**config.mk**
```make
export PLATFORM = sky130hd
export DESIGN_NAME = toggle_ctrl
export DESIGN_NICKNAME = d
export VERILOG_FILES = /design/src/rtl/toggle_ctrl.sv
export SDC_FILE = /design/constraint.sdc
export NUM_CORES = 1
export LEC_CHECK = 0
export CORE_MARGIN = 2
export CORE_UTILIZATION = 45
export CTS_BUF_LIST = sky130_fd_sc_hd__clkbuf_16
export DETAILED_ROUTE_END_ITERATION = 10
export PLACE_DENSITY = 0.66
export SLEW_MARGIN = 40
export SYNTH_ARGS = -nofsm -noshare
export SYNTH_HDL_FRONTEND = slang
export SYNTH_SLANG_ARGS = --single-unit
```
**constraint.sdc**
```tcl
create_clock -name ck -period 2.95 [get_ports ck]
set_input_delay 0.885 -clock ck [delete_from_list [all_inputs] [get_ports ck]]
set_output_delay 0.885 -clock ck [all_outputs]
set_load 0.02 [all_outputs]
```
**src/rtl/toggle_ctrl.sv**
```systemverilog
// Programmable T flip-flop toggle generator with q-state mirror and sticky mismatch flag.
// Latency: busy from the start edge; first t pulse `period` cycles after start; done one cycle after the last t cycle.
// Backpressure: none; start is sampled only in IDLE, stop aborts RUN. TOGGLE_CTRL_FREERUN_EN makes burst=0 free-run.
module toggle_ctrl #(
  parameter int CNT_W   = 8,
  parameter int BURST_W = 8
) (
  input  logic               ck,
  input  logic               rstn,
  input  logic               start,
  input  logic               stop,
  input  logic [CNT_W-1:0]   period,
  input  logic [BURST_W-1:0] burst,
  input  logic               q,
  output logic               t,
  output logic               busy,
  output logic               done,
  output logic [BURST_W-1:0] pulses,
  output logic               err
);

  typedef enum logic [1:0] {
    IDLE = 2'd0,
    RUN  = 2'd1,
    DONE = 2'd2
  } state_t;

`ifdef TOGGLE_CTRL_FREERUN_EN
  localparam logic FREERUN = 1'b1;
`else
  localparam logic FREERUN = 1'b0;
`endif

  localparam logic [CNT_W-1:0]   CNT_ONE   = CNT_W'(1);
  localparam logic [BURST_W-1:0] BURST_ONE = BURST_W'(1);

  state_t             state, state_nxt;
  logic [CNT_W-1:0]   cnt, cnt_nxt;
  logic [CNT_W-1:0]   per_m1, per_nxt;      // latched period-1, reload value of the interval counter
  logic [BURST_W-1:0] burst_r, burst_nxt;
  logic [BURST_W-1:0] pulses_nxt;
  logic [BURST_W-1:0] p_inc;
  logic               t_nxt, done_nxt, err_nxt;
  logic               exp_q, exp_nxt;       // expected state of the downstream flip-flop

  assign busy  = (state == RUN);
  assign p_inc = pulses + BURST_ONE;

  // Next-state, counter, pulse and monitor logic
  always_comb begin
    state_nxt  = state;
    cnt_nxt    = cnt;
    per_nxt    = per_m1;
    burst_nxt  = burst_r;
    pulses_nxt = pulses;
    t_nxt      = 1'b0;
    done_nxt   = 1'b0;
    err_nxt    = err;
    // The flip-flop toggles at the edge that ends a t cycle; mirror it here.
    exp_nxt    = exp_q ^ t;

    // Compare pre-edge q against the mirror only while a burst is live.
    if ((state == RUN || state == DONE) && (q != exp_q)) begin
      err_nxt = 1'b1;
    end

    case (state)
      IDLE: begin
        if (start && !stop) begin
          // period=0 behaves as period=1, i.e. a reload value of 0.
          per_nxt    = (period == '0) ? '0 : (period - CNT_ONE);
          cnt_nxt    = (period == '0) ? '0 : (period - CNT_ONE);
          burst_nxt  = burst;
          pulses_nxt = '0;
          err_nxt    = 1'b0;
          exp_nxt    = q;
          state_nxt  = RUN;
        end
      end
      RUN: begin
        if (stop) begin
          state_nxt = IDLE;
        end else if (!FREERUN && burst_r == '0) begin
          state_nxt = DONE;
        end else if (cnt == '0) begin
          cnt_nxt    = per_m1;
          t_nxt      = 1'b1;
          pulses_nxt = p_inc;
          // burst_r=0 only reaches here in free-run mode, where pulses wraps instead of finishing.
          if (p_inc == burst_r && burst_r != '0) begin
            state_nxt = DONE;
          end
        end else begin
          cnt_nxt = cnt - CNT_ONE;
        end
      end
      DONE: begin
        done_nxt  = 1'b1;
        state_nxt = IDLE;
      end
      default: begin
        state_nxt = IDLE;
      end
    endcase
  end

  // State and datapath registers, cleared asynchronously
  always_ff @(posedge ck or negedge rstn) begin
    if (!rstn) begin
      state   <= IDLE;
      cnt     <= '0;
      per_m1  <= '0;
      burst_r <= '0;
      pulses  <= '0;
      t       <= 1'b0;
      done    <= 1'b0;
      err     <= 1'b0;
      exp_q   <= 1'b0;
    end else begin
      state   <= state_nxt;
      cnt     <= cnt_nxt;
      per_m1  <= per_nxt;
      burst_r <= burst_nxt;
      pulses  <= pulses_nxt;
      t       <= t_nxt;
      done    <= done_nxt;
      err     <= err_nxt;
      exp_q   <= exp_nxt;
    end
  end

endmodule

```
# Word level (Yosys, flattened, before mapping)
# Index checks and enable logic that the tools add are counted.
# word_totals
output_inout_bits	12
input_bits	21
reg_bits	38
wordCells	65
# classes
add_sub_neg	3
n_mux	27
reduce_logical	15
bitwise	1
eq_ne	10
# op_table
op	count
two-way mux 8 bit	9
one-hot mux 8 bit (2 select lines)	2
zero test 8 bit	3
subtractor 8 x 1 -> 8 bit, second input constant	2
two-way mux 1 bit	10
two-way mux 2 bit	5
adder 8 x 1 -> 8 bit, second input constant	1
equality test 8 bit	1
!= test 4 x 2 -> 1 bit, second input constant	2
nonzero test 8 bit	1
!= test 2 bit, second input constant	3
AND reduction 5 bit	1
one-hot mux 2 bit (2 select lines)	1
AND reduction 4 bit	1
logical AND 1 bit	3
AND reduction 3 bit	1
equality test 2 x 1 -> 1 bit, second input constant	1
equality test 2 bit, second input constant	1
zero test 2 bit	1
!= test 2 x 1 -> 1 bit, second input constant	1
AND reduction 2 bit	1
nonzero test 2 bit	1
zero test 1 bit	1
logical OR 1 bit	1
2 further kinds	2

# Logic depth before layout (Yosys ltp)
# Gate-level depths: netlist of the first run.
# depth
word_depth	8
depth_mapped	9

# Worst setup path before layout of the first run
# Ideal clock, no wire load.
# synth_path
kind	input-to-reg
startpoint	in period[0]
endpoint	reg cnt[6]
slack_ns	0.455
arrival_ns	2.370
cell_stages	7
n_path_buf	0
t_required_ns	2.825
setup_ns	0.125
path_cell_list	inv_1 > ha_1 > or3b_2 > or3_1 > mux2i_1 > o21ai_0 > mux2_2
# synth_between
elab_chain_len	4
word_cells_on_any_way	5
cone_classes	1 x add/sub; 3 x mux; 1 x reduce/logical
# synth_lines
item	line	source
from (decl)	12	input logic [CNT_W-1:0] period,
subtractor 8 x 1 -> 8 bit / zero test 8 bit (equally long branches)	72	cnt_nxt = (period == '0) ? '0 : (period - CNT_ONE);
two-way mux 8 bit (*)	72	
two-way mux 8 bit (*)	69	if (start && !stop) begin
one-hot mux 8 bit (2 select lines) (*)	67	case (state)
to (signal assigned)	121	cnt <= cnt_nxt;
to (decl)	38	logic [CNT_W-1:0] cnt, cnt_nxt;
# Every way passes the cells marked *; elsewhere a longest branch is shown, timed or not. The select of a mux whose other input is x is not followed.
# A chain may end at the register's enable or synchronous reset.

# Worst setup path in the final report of the first run
# Same ends and word-level chain as after synthesis.

==> results.txt, run 1 <==
The run finished with clean final reports. The highest achievable clock rate was 367 MHz; the per-instance average area after synthesis was 9.31 sq um. The class of the most critical hold timing path was reg -> reg. The tools report the last weighted congestion value of the routability-driven placer as 0.831. The first global-routing pass estimated 9.33 mm of wire. The end-of-flow core utilization is 0.599. The x dimension of the die came out at 76.6 um.

The main combinational cell family by area after synthesis was simple AND/OR/NAND/NOR gates. Buffers placed on the I/O ports in this run total 32. In this run, post-CTS hold repair placed 0 buffers.

Worst slew margin relative to its limit: 0.674. The clock reaches the later pin of the worst-skew pair after 0.28 ns. The run gives 132 as the number of DRC markers after the initial detailed-route iteration. The signal arrival time at the worst endpoint is 2.89 ns. The area occupied by multi-input gates came out at 0.00134 sq mm. The unique cell type count in the Yosys netlist was 48; the maximum fanout encountered on the critical timing path was 4. The initial antenna violation count came out at 0. The routed via count came out at 2029.

Remaining global-route overflow: 0. The most common cell in the synthesized netlist is dfrtp_1. Number of global-route vias before repair: 1942. Setup repair after global routing left no endpoint under its margin. The logs give 0.465 for the initial cell density of the core and 26 for the number of rows created at floorplan. STA classifies the critical path endpoint as a flop. During synthesis, Yosys emitted a total of 0 warnings. The layout has 478 filler cells. The tightest hold path in the finished design has a slack of 0.486 ns. Dividing total power by cell area gives a power density of 925 mW/mm^2.

The share of flip-flops with an asynchronous set or reset after synthesis is 1.00, and the buffer count from post-CTS setup fixing is 0. The number of top-level pins was 33; the via count normalized by instance count was 5.45. The startpoint type of the worst setup path was an input pin. Counting every instance in the synthesized netlist gives 255. The fraction of final layout cells sized beyond drive strength 1 was 0.152. H-tree depth: 2. In this run the remaining antenna-violating nets after routing total 0.

For this run, design rule violations remaining after detail routing come to 0. The post-synthesis compound-gate area fraction came out at 0.183. The tools report the library cell used as clock root buffer as clkbuf_16. The simple-gate area share of the yosys netlist was 0.211; the die area was 0.00587 sq mm.

For this run, the slowest stage of the critical path takes 0.46 ns. For the worst vdd rail ir drop, the log shows 0.500 mV. By count the netlist is led by dfrtp_1, nand2_1, o21ai_0. The number of buffers created by CTS is 5. TritonCTS built the clock tree. Clock-pin slew was measured on the worst setup and hold paths at 0.06 ns. The flop and latch count out of synthesis is 38, and the worst-case clock skew is 0.00743 ns. The adder and majority cell fraction of the synthesized area was 0.0369; the number of enable flip-flop cells after synthesis was 0.

For this run, the post-layout net count is 329. The post-route setup TNS was 0 ns. By startpoint and endpoint, the worst setup path is classified as in -> reg.

The dominant register cell in the synthesized netlist was dfrtp_1. The final layout contains routed wiring with a total length of 5.27 mm. Xor/xnor cell area share of the yosys netlist: 0.0590. The slack of the worst reg-to-reg path was 0.50 ns.

The cell area that synthesis handed to floorplanning was 0.00237 sq mm. The post-synthesis net count was 283; the portion of netlist area occupied by mux cells was 0.0743. The signal on the critical path passes through clkdlybuf4s50_1, inv_1, ha_1, or3b_2, or3_1, mux2i_1, o21ai_0, mux2_2. Gates resized during post-CTS repair numbered 0.

On the critical path, the stage with the largest delay is an instance of clkdlybuf4s50_1. The all-layer global routing usage was 0.197. In the final routed layout, each cell accounts on average for 14.2 um. In this run the vertical extent of the chip is 76.6 um. The longest clock path from root to sink contains 2 buffers. The floorplan step defined a core boundary enclosing 0.00511 sq mm.

The largest net degree at the start of global routing is 39, and the area share of the leading cell type in the synthesized netlist is 0.401. The worst path needs 2.72 ns of the cycle, external delays included. Library cell occupying the most area in the post-synthesis netlist: dfrtp_1. CTS saw 38 sinks. The area growth from synthesis to layout is 28.9%.

The leakage dissipation was 1.26 nW; the final max-slew violation count was 0. Setup violations remaining at the end of the flow were counted as 0. The first TritonRoute pass finished after 4 iterations.

In the post-synthesis netlist, the biggest area contributors are dfrtp_1, mux2_2, nand2_1, o21ai_0, ha_1. At the pin with the least slew margin, the transition time is 0.488 ns. The part of the Yosys area used for sequential elements came out at 0.401. The number of failing hold endpoints at the final stage is 0, and the final critical-path share of the clock period is 0.923.

STA puts the critical path data required time at 3.12 ns. Detailed placer's ending HPWL: 3.95 mm. The tools report the total inserted antenna cells as 0. Across the whole layout, storage elements account for 951 sq um. Max-cap violations in this run came to 0.
-- routing by layer --
layer / global-route usage / up-vias / wire length, um
met2: 0.292 / 50 / 2300
met1: 0.293 / 943 / 2670
met3: 0.0296 / 6 / 224
met5: 0 / - / 0
li1: - / 1030 / -
met4: 0.0709 / 0 / 74
-- kinds of logic after synthesis --
| logic type | Yosys count |
|---|---|
| AO/OA/AOI/OAI | 65 |
| XOR/XNOR | 16 |
| adder cells (fa/ha/maj) | 7 |
| buffers and inverters | 20 |
| flip-flops | 38 |
| multiplexers | 16 |
| AND/OR/NAND/NOR | 93 |
-- registers in the layout, summed over array words and instances, names as in the netlist --
register  count
state         2
pulses        8
err           1
cnt           8
exp_q         1
per_m1        8
t             1
burst_r       8
done          1
-- placed cells by master (no fill, tap or decap), types with 4 or more instances in the layout --
cell / Yosys / layout
nor2b_1: 4 / 4
buf_4: 0 / 19
or4_1: 5 / 5
nor3_1: 8 / 8
nor2_1: 8 / 8
clkdlybuf4s50_1: 0 / 31
xnor2_1: 8 / 8
mux2_2: 13 / 13
dfrtp_1: 38 / 38
o21ai_0: 19 / 19
a21oi_1: 13 / 13
inv_1: 9 / 9
o211ai_1: 5 / 5
or3_1: 5 / 5
o31ai_1: 5 / 5
nand3_1: 9 / 9
ha_1: 7 / 7
nor4_1: 4 / 4
nand2_1: 30 / 30
xor2_1: 8 / 8
clkbuf_16: 0 / 5
-- per-stage QoR --
step           instance area [sq um]  total power, mW  instances  setup WS, ns
4_1_cts                         3060             2.85        372         0.215
2_1_floorplan                   2370             1.75        255         0.455
6_report                        3060             2.83        372         0.226
3_5_place_dp                    2870             2.14        364       -0.0862
3_3_place_gp                    2860             2.13        364       -0.0276
5_1_grt                         3060             3.06        372        0.0924
-- layout make-up --
cell class | count | area share
Clock buffer | 5 | 0.0409
Inverter | 9 | 0.0110
Sequential cell | 38 | 0.311
Timing Repair Buffer | 50 | 0.148
Clock inverter | 3 | 0.0225
Multi-Input combinational cell | 197 | 0.438
Tap cell | 70 | 0.0286
-- worst paths after layout --
path	start	endpoint	cells after the start
min in group asynchronous	rstn	cnt[0]	1
max	period[0]	cnt[6]	8
max in group asynchronous	rstn	cnt[1]	1
min	per_m1[5]	per_m1[5]	2
min reg2reg	per_m1[5]	per_m1[5]	2
max reg2reg	cnt[0]	pulses[5]	8
-- power by group --
part | internal (mW) | total (mW) | switching [mW]
registers | 0.729 | 0.933 | 0.204
logic | 0.576 | 1.20 | 0.625
clock network | 0.485 | 0.695 | 0.210
total | 1.79 | 2.83 | 1.04
-- worst max-delay path, delay by kind of cell --
family	cells	cell delay [ns]
simple gates	2	0.78
mux	2	0.46
compound gates	1	0.09
fa+ha+maj	1	0.15
buf+inv	2	0.54
Note: power is estimated with default switching activity, not from simulation.
==> run 2: changes to the inputs <==
--- a/config.mk
+++ b/config.mk
@@ -9,6 +9,7 @@
 export CORE_UTILIZATION = 45
 export CTS_BUF_LIST = sky130_fd_sc_hd__clkbuf_16
 export DETAILED_ROUTE_END_ITERATION = 10
+export GPL_ROUTABILITY_DRIVEN = 1
 export PLACE_DENSITY = 0.66
 export SLEW_MARGIN = 40
 export SYNTH_ARGS = -nofsm -noshare
==> results of run 2 <==
Final layout, timing and power as in run 1 (identical DEF).
==> run 3: changes to the inputs <==
--- a/config.mk
+++ b/config.mk
@@ -6,11 +6,12 @@
 export NUM_CORES = 1
 export LEC_CHECK = 0
 export CORE_MARGIN = 2
-export CORE_UTILIZATION = 45
+export CORE_UTILIZATION = 50
 export CTS_BUF_LIST = sky130_fd_sc_hd__clkbuf_16
+export CTS_CLUSTER_DIAMETER = 40
 export DETAILED_ROUTE_END_ITERATION = 10
 export GPL_ROUTABILITY_DRIVEN = 1
-export PLACE_DENSITY = 0.66
+export PLACE_DENSITY = 0.72
 export SLEW_MARGIN = 40
 export SYNTH_ARGS = -nofsm -noshare
 export SYNTH_HDL_FRONTEND = slang
==> run 3 against run 2 <==
Highest routed layer unchanged. Maximum frequency about the same. Clock skew down 0.00088 ns. Utilization grew 4.9 points. Critical endpoint unchanged. Clock power shrank 1%. Critical path type unchanged. Largest power group unchanged.
==> results.txt, run 3 (same netlist as run 1, synthesis figures left out) <==
The run gives 0.648 (+0.0488) as the end-of-flow core utilization. The largest net degree at the start of global routing was 39 (unchanged); the maximum number of buffers from clock root to sink was 2 (unchanged). The worst-case clock skew was 0.00655 ns (-0.000878 ns); the count of max-cap constraint violations was 0 (unchanged). Most frequent standard cell in the layout excluding fill and tap cells: dfrtp_1.

The highest achievable clock rate is 367 MHz (about the same), and the number of cells traversed by the worst register-to-register path is 7 (-1). The number of gates given a new drive strength after cts was 0 (unchanged). The final critical-path share of the clock period is 0.923 (about the same).

Maximum fanout encountered on the critical timing path: 4 (unchanged). The initial cell density of the core came out at 0.509 (+0.0445). TritonCTS built the clock tree. The number of rows created at floorplan is 25 (-3.8%), and the clock latency on the worst-skew pair is 0.28 ns (about the same). The logs give 0 (unchanged) for the total of hold buffers inserted after clock tree synthesis and 0 (unchanged) for the total inserted antenna cells.

The core box area is 0.00466 sq mm (-8.7%). The tools report the number of iterations in the first detailed-routing pass as 4 (unchanged). The worst register-to-register path begins at cnt[0]. The transition time at the pin with the least slew margin is 0.483 ns (-0.00544 ns), and the total of endpoints with negative setup slack in the final report is 0 (unchanged). The x dimension of the die came out at 72.9 um (-4.9%). The leakage dissipation came out at 1.25 nW (-1.0%).

The tools report the total number of clock tree sinks as 38 (unchanged). The all-layer global routing usage is 0.230 (+0.0329). In the layout the commonest cells are dfrtp_1, clkdlybuf4s50_1, nand2_1. The fraction of final layout cells sized beyond drive strength 1 is 0.143 (-0.00898). The die area was 0.00531 sq mm (-9.5%). The number of top-level pins came out at 33 (unchanged). The run gives 253 um (+13%) as the length of routed met3 wiring. The instance area at placement is 0.00283 sq mm (-1.2%), and the final max-slew violation count is 0 (unchanged).

The critical path required time was 3.12 ns (about the same). The run finished with clean final reports. Class of the most critical hold timing path: reg -> reg.

The mean routed wirelength per cell is 15.5 um (+9.3%). The type of element capturing the critical path was a flop. The tools report the remaining global-route overflow as 0 (unchanged).

The signal arrival time at the worst endpoint is 2.89 ns (about the same). The logs give 0 (unchanged) for the remaining routing DRC violations and 2 (unchanged) for the H-tree depth. Setup repair after global routing left no endpoint under its margin. The detailed-route wire length on metal 1 was 2.63 mm (-1.5%). The detailed route wirelength on metal2 is 2.46 mm (+7.1%), and the number of failing hold endpoints at the final stage is 0 (unchanged). The critical path is of the in -> reg type. The highest metal layer carrying signal wires in the routed design is met4. The cell count after placement was 346 (-4.9%). For the layout net count, the log shows 327 (-0.61%). The vertical extent of the die was 72.9 um (-4.9%). For hold timing, the worst endpoint is per_m1[3].

The clock-pin slew on the worst setup and hold paths was 0.06 ns (about the same); the count of buffers from port buffering was 32 (unchanged). The post-route setup TNS was 0 ns (unchanged); the number of standard cells in the layout, taps in and fillers out was 354 (-4.8%). For the area of all placed cells without fillers, the log shows 0.00302 sq mm (-1.3%).

Startpoint type of the worst setup path: an input pin. For the routed via count, the log shows 2078 (+2.4%). The area growth from synthesis to layout was 27.2%. The logs give 0 (unchanged) for the buffer count from post-CTS setup fixing and 9.46 mm (+1.4%) for the wire length of the first global-routing pass. The worst vdd rail ir drop came out at 0.424 mV (-15%). The via count normalized by instance count was 5.87 (+7.6%).

The tools report the remaining number of nets flagged by the antenna check after routing as 0 (unchanged). The tree is rooted in a clkbuf_16. The instance count along the most critical hold path is 2 (unchanged), and the number of buffers created by CTS is 5 (unchanged). The post-layout minimum cycle time came out at 2.72 ns (-0.000568 ns). The tools report the capture point of the worst reg-to-reg path as pulses[3].

The tools report the worst slack on hold paths as 0.477 ns (-0.00923 ns). The start point of the worst min-delay path is per_m1[3]. The last weighted congestion value of the routability-driven placer was 0.886 (+6.6%); the slack of the worst reg-to-reg path was 0.32 ns (-0.18 ns). The number of DRC markers after the initial detailed-route iteration is 109 (-17%), and the total wire length is 5.48 mm (+4.0%). The worst slew margin relative to its limit is 0.678 (+0.00363), and the total power density per cell area is 936 mW/mm^2 (+1.2%). The number of global-route vias before repair was 1961 (+0.98%); the detailed placer's ending HPWL was 3.91 mm (-0.97%). The initial antenna violation count came out at 0 (unchanged).
## run 3: stage by stage
stage / setup slack, ns / total power, mW
3_5_place_dp: -0.0753 / 2.13
3_3_place_gp: -0.0249 / 2.10
2_1_floorplan: 0.455 / 1.75
5_1_grt: 0.0984 / 3.03
6_report: 0.227 / 2.83
4_1_cts: 0.219 / 2.83
## run 3: report_power, final
part | internal [mW] | switching, mW
combinational | 0.565 | 0.637
sequential | 0.729 | 0.206
clock | 0.481 | 0.207
## run 3: worst max-delay path, stage by stage
cell	delay, ns
clkdlybuf4s50_1	0.45
inv_1	0.07
ha_1	0.16
or3b_2	0.46
or3_1	0.33
mux2i_1	0.18
o21ai_0	0.09
mux2_2	0.26
## run 3: cell type report
type	count	area, sq um
clock buffers	5	125
clock inverters	3	63.8
fillers	415	1640
inverters	9	33.8
multi-input cells	197	1340
flip-flops and latches	38	951
well taps	54	67.6
repair buffers	48	438
## run 3: worst max path at each step
stage	from	endpoint	slack, ns	cells after the start
2_1_floorplan	period[0]	cnt[6]	0.46	7
3_3_place_gp	period[0]	cnt[6]	-0.02	8
3_5_place_dp	period[0]	cnt[6]	-0.08	8
4_1_cts	period[0]	cnt[6]	0.22	8
5_1_grt	period[0]	cnt[7]	0.1	6
6_report	period[0]	cnt[6]	0.23	8
## run 3: layer usage
layer  up-vias  GRT usage
li1       1031          -
met1       975      0.325
met2        61      0.353
met3        11     0.0442
met4         0     0.0844
met5         -          0
